File: config.mk
export PLATFORM = sky130hd
export DESIGN_NAME = pipe_stage_reg
export DESIGN_NICKNAME = d
export VERILOG_FILES = /design/src/rtl/pipe_stage_reg.sv
export SDC_FILE = /design/constraint.sdc
export NUM_CORES = 1
export LEC_CHECK = 0
export BUFFER_PORTS_ARGS = -buffer_cell sky130_fd_sc_hd__buf_2
export CORE_ASPECT_RATIO = 1.75
export CORE_UTILIZATION = 43
export CTS_CLUSTER_DIAMETER = 120
export DETAILED_ROUTE_END_ITERATION = 7
export PLACE_DENSITY = 0.67
export SLEW_MARGIN = 15
export SYNTH_ARGS = -nofsm -noshare
export SYNTH_HDL_FRONTEND = slang
export SYNTH_SLANG_ARGS = --single-unit
File: constraint.sdc
create_clock -name CLK -period 2.5 [get_ports CLK]
set_input_delay 0.125 -clock CLK [delete_from_list [all_inputs] [get_ports CLK]]
set_output_delay 0.125 -clock CLK [all_outputs]
set_load 0.05 [all_outputs]
File: src/rtl/pipe_stage_reg.sv
// pipe_stage_reg: flow-controlled pipeline stage register with a 2-entry skid buffer.
// Carries an opaque DATA_W-bit payload between stages over a valid/ready handshake.
// in_ready and out_valid come straight from flops, so back-pressure never forms a
// combinational path across stages.
//
// Ports:
//   CLK        rising-edge clock
//   RST        synchronous reset, active-high
//   flush      squash all held entries and any beat arriving this cycle
//   in_valid   upstream beat present
//   in_ready   stage can accept a beat (registered)
//   in_data    upstream payload
//   out_valid  beat presented downstream (registered)
//   out_ready  downstream accepts
//   out_data   payload of the main entry (NOP_VAL when empty)
//   occupancy  entries held: 0, 1 or 2
//   stall_cnt  saturating count of cycles with out_valid=1 && out_ready=0
module pipe_stage_reg #(
    parameter int unsigned        DATA_W  = 64,
    parameter logic [DATA_W-1:0]  NOP_VAL = '0,
    parameter int unsigned        CNT_W   = 16
) (
    input  logic              CLK,
    input  logic              RST,
    input  logic              flush,
    input  logic              in_valid,
    output logic              in_ready,
    input  logic [DATA_W-1:0] in_data,
    output logic              out_valid,
    input  logic              out_ready,
    output logic [DATA_W-1:0] out_data,
    output logic [1:0]        occupancy,
    output logic [CNT_W-1:0]  stall_cnt
);

    // State encoding doubles as the occupancy count.
    localparam logic [1:0] EMPTY = 2'd0;
    localparam logic [1:0] ONE   = 2'd1;
    localparam logic [1:0] TWO   = 2'd2;

    localparam logic [CNT_W-1:0] CNT_MAX = '1;

    logic [1:0]        state_q, state_d;
    logic [DATA_W-1:0] main_q, main_d;
    logic [DATA_W-1:0] skid_q, skid_d;
    logic              out_valid_q, out_valid_d;
    logic              in_ready_q, in_ready_d;
    logic [CNT_W-1:0]  cnt_q, cnt_d;

    logic in_fire;
    logic out_fire;

    assign in_fire  = in_valid & in_ready_q;
    assign out_fire = out_valid_q & out_ready;

    // Next-state and storage update; flush overrides the handshake.
    always_comb begin
        state_d = state_q;
        main_d  = main_q;
        skid_d  = skid_q;

        if (flush) begin
            state_d = EMPTY;
            main_d  = NOP_VAL;
            skid_d  = NOP_VAL;
        end else begin
            case (state_q)
                EMPTY: begin
                    if (in_fire) begin
                        main_d  = in_data;
                        state_d = ONE;
                    end
                end
                ONE: begin
                    if (in_fire && out_fire) begin
                        main_d = in_data;
                    end else if (in_fire) begin
                        skid_d  = in_data;
                        state_d = TWO;
                    end else if (out_fire) begin
                        main_d  = NOP_VAL;
                        state_d = EMPTY;
                    end
                end
                TWO: begin
                    // in_ready is low here, so only the drain side can move.
                    if (out_fire) begin
                        main_d  = skid_q;
                        skid_d  = NOP_VAL;
                        state_d = ONE;
                    end
                end
                default: begin
                    state_d = EMPTY;
                    main_d  = NOP_VAL;
                    skid_d  = NOP_VAL;
                end
            endcase
        end

        // Handshake outputs are decoded from the next state and registered.
        out_valid_d = (state_d != EMPTY);
        in_ready_d  = (state_d != TWO);
    end

    // Saturating stall counter; a flush cycle does not count as a stall.
    always_comb begin
        cnt_d = cnt_q;
        if (out_valid_q && !out_ready && !flush && (cnt_q != CNT_MAX)) begin
            cnt_d = cnt_q + CNT_W'(1);
        end
    end

    // State, storage and counter registers with synchronous reset.
    always_ff @(posedge CLK) begin
        if (RST) begin
            state_q     <= EMPTY;
            main_q      <= NOP_VAL;
            skid_q      <= NOP_VAL;
            out_valid_q <= 1'b0;
            in_ready_q  <= 1'b1;
            cnt_q       <= '0;
        end else begin
            state_q     <= state_d;
            main_q      <= main_d;
            skid_q      <= skid_d;
            out_valid_q <= out_valid_d;
            in_ready_q  <= in_ready_d;
            cnt_q       <= cnt_d;
        end
    end

    assign in_ready  = in_ready_q;
    assign out_valid = out_valid_q;
    assign out_data  = main_q;
    assign occupancy = state_q;
    assign stall_cnt = cnt_q;

endmodule

==> results.cfg <==
[global_routing]
grt_antenna_before_repair = 0
grtUsageTotal_pct = 25.2
grt_pass1_wl_mm = 29.9
grt.overflow.total = 0
grt_pass1_vias = 6055
grt_max_degree = 65

[cells_and_area]
mostFrequentLayoutCell = buf_2
fillers = 1238
areaGrowthSynthToFinish_pct = 34.7
final_nets = 884
antenna_cells = 0
drive_gt1_share_pct = 26.2
layout_common_cells = buf_2 (152), dfxtp_1 (146), a21oi_1 (74)

[sta]
fin_crit_sh_pct = 85.6
worst_slew_pin_slew_ns = 0.701
holdWs_ns = 0.0126
finalCriticalPeriod_ns = 2.14
slew-limit-headroom_pct = 53.1
tns_ns = 0
maxSlewViolCount = 0
rsz0062_at_grt = no
skew_ns = 0.00936
final-hold-violation-count = 0
setup_viol = 0
fmax_mhz = 467

[power]
p_int_w = 0.00440
power.density_nw_per_um2 = 712
p_clk_share_pct = 47.8
swShare_pct = 25.1
combPwrFrac_pct = 10.9
ir_drop_mv = 0.430
p_leak_nw = 3.07
switchingPower_w = 0.00148
p_seq_share_pct = 41.4

[logic_synthesis]
ys_seq_elements = 148
synthFlopType = dfxtp_1
yosysUniqueCellTypes = 44
synthArstFlopShare_pct = 0
synth_edf_count = 0
syn_nets = 716
syn_area_um2 = 6130
synthCells = 646
syn_area_per_cell_um2 = 9.49
ys_seq_area_share_pct = 48.3
ys_warn_count = 0

[detailed_routing]
drtAntennaViolNets = 0
via_per_inst = 6.05
vias = 6072
detail_route.wl_per_cell_um = 18.2
routed_wl_mm = 18.2
drc = 0
drt_iter0_drc = 390
drtPass1Iterations = 5

[worst_hold_path]
worstHoldPathType = in -> reg

[die]
dieArea_um2 = 14800
row_count = 57
io_pins = 153
die_h_um = 160
core_um2 = 13900
initial_core_util_pct = 44.1
die_w_um = 92.3

[setup_path]
cp_data_arrival_time_ns = 2.49
cp_slowest_cell = or4_1
path_cells = ha_1 -> inv_1 -> or4_1 -> or4_1 -> a21oi_1
max_stage_delay_ns = 0.63
cp_max_fo = 7
end_kind = flop
critPathRequiredTime_ns = 2.85
cpMostUsedCell = or4_1
critPathLaunchType = flop
path_class = reg -> reg

[cts]
numCtsBuffers = 17
clk_latency_ns = 0.42
cts_max_level = 4
cts_tree = yes
cts_root_buffer = clkbuf_16
path_clk_slew_ns = 0.06
clock-sinks = 148
cts_buffer_depth = 2
cts_resized = 0
cts_setup_buffers = 0

[placement]
portBuffers = 152
routabilityCongestion = 0.809
hpwl_mm = 11.1

[run_status]
status = finished clean

[job]
maxCapViolations = 0
[what timing repair did]
item | CTS | global route
hold endpoints to repair | 53 | 0
hold buffers | 50 | 0
endpoints found under the setup margin | 0 | 0
[final timing paths]
| kind | start | to | slack (ns) | cells past startpoint |
|---|---|---|---|---|
| setup / recovery | stall_cnt[0] | stall_cnt[10] | 0.36 | 5 |
| hold / removal | in_data[51] | skid_q[51] | 0.01 | 3 |
| setup reg to reg | stall_cnt[0] | stall_cnt[10] | 0.36 | 5 |
| hold reg to reg | out_data[1] | out_data[1] | 0.46 | 1 |
[cells by family (layout without fill, tap and decap cells)]
kind of cell / Yosys count / in the layout / synth area share (%)
DFF: 148 / 148 / 48.3
and+or+nand+nor: 123 / 123 / 14.9
buffers and inverters: 78 / 259 / 4.81
AOI/OAI and AO/OA: 292 / 292 / 31.1
xor gates and xnor gates: 1 / 1 / 0.143
muxes: 3 / 3 / 0.530
adders and majority gates: 1 / 1 / 0.204
[cell type report]
cell class / instances / area [um^2] / share of cell area, %
timing repair buffer: 222 / 1470 / 17.8
inverter: 5 / 18.8 / 0.227
tap: 177 / 221 / 2.68
sequential: 148 / 2970 / 35.9
multi-input combinational: 420 / 2920 / 35.4
clock inverter: 14 / 226 / 2.74
clock buffer: 18 / 429 / 5.20
[synthesized netlist by cell type (2+ instances only)]
master | n | area (um^2)
clkbuf_1 | 70 | 263
o21ai_0 | 71 | 355
o2bb2ai_1 | 64 | 561
buf_2 | 2 | 10.0
or3_1 | 6 | 37.5
nor2b_1 | 3 | 18.8
and4_1 | 3 | 26.3
dfxtp_1 | 148 | 2960
and3_1 | 2 | 12.5
a21oi_1 | 76 | 380
nand4b_1 | 65 | 569
nand3_1 | 4 | 20.0
a31oi_1 | 4 | 25.0
nand2_1 | 6 | 22.5
nand4_1 | 7 | 43.8
a22oi_1 | 63 | 473
o31ai_1 | 4 | 30.0
mux2_2 | 2 | 22.5
inv_1 | 5 | 18.8
nor4_1 | 3 | 18.8
nor2_1 | 9 | 33.8
or4_1 | 5 | 37.5
o21a_1 | 2 | 15.0
and2_1 | 2 | 12.5
[registers in the layout (all words and copies together) (netlist names)]
name,count
stall_cnt,16
occupancy,2
skid_q,64
in_ready,1
out_data,64
out_valid,1
[power groups by stage]
stage	Clock [W]	Combinational, W	Sequential, W
final	0.00281	0.000638	0.00243
after global routing	0.00296	0.000683	0.00244
after CTS	0.00286	0.000629	0.00243
after detailed placement	0	0.000567	0.00248
after global placement	0	0.000557	0.00248
after floorplan	0	0.000227	0.00261
[metrics by stage]
stage                     instances  setup slack (ns)  instance area (um^2)  util, %  power (W)
after global routing           1004             0.267                  8260     59.4    0.00608
after detailed placement        921             0.380                  7080     50.9    0.00305
after global placement          921             0.412                  7080     50.9    0.00304
after floorplan                 646             0.114                  6130        -    0.00284
final                          1004             0.360                  8260     59.4    0.00588
after CTS                      1003             0.364                  8240     59.2    0.00592
[worst max-delay path: cells and delay by family (launching register included)]
| kind | cells | cell delay [ns] |
|---|---|---|
| DFF | 1 | 0.40 |
| buffers and inverters | 1 | 0.07 |
| adders and majority gates | 1 | 0.28 |
| and+or+nand+nor | 2 | 1.16 |
| AOI/OAI and AO/OA | 1 | 0.16 |
[routing by layer]
layer	track usage, %	routed length, um	share of wire (%)	vias to the layer above
li1	-	-	-	2855
met1	29.5	7410	41	2940
met2	43.1	9360	51	228
met3	4.62	867	4.8	49
met4	13.2	600	3.3	0
met5	0	0	0	-
Power figures use the tool's default switching activity.
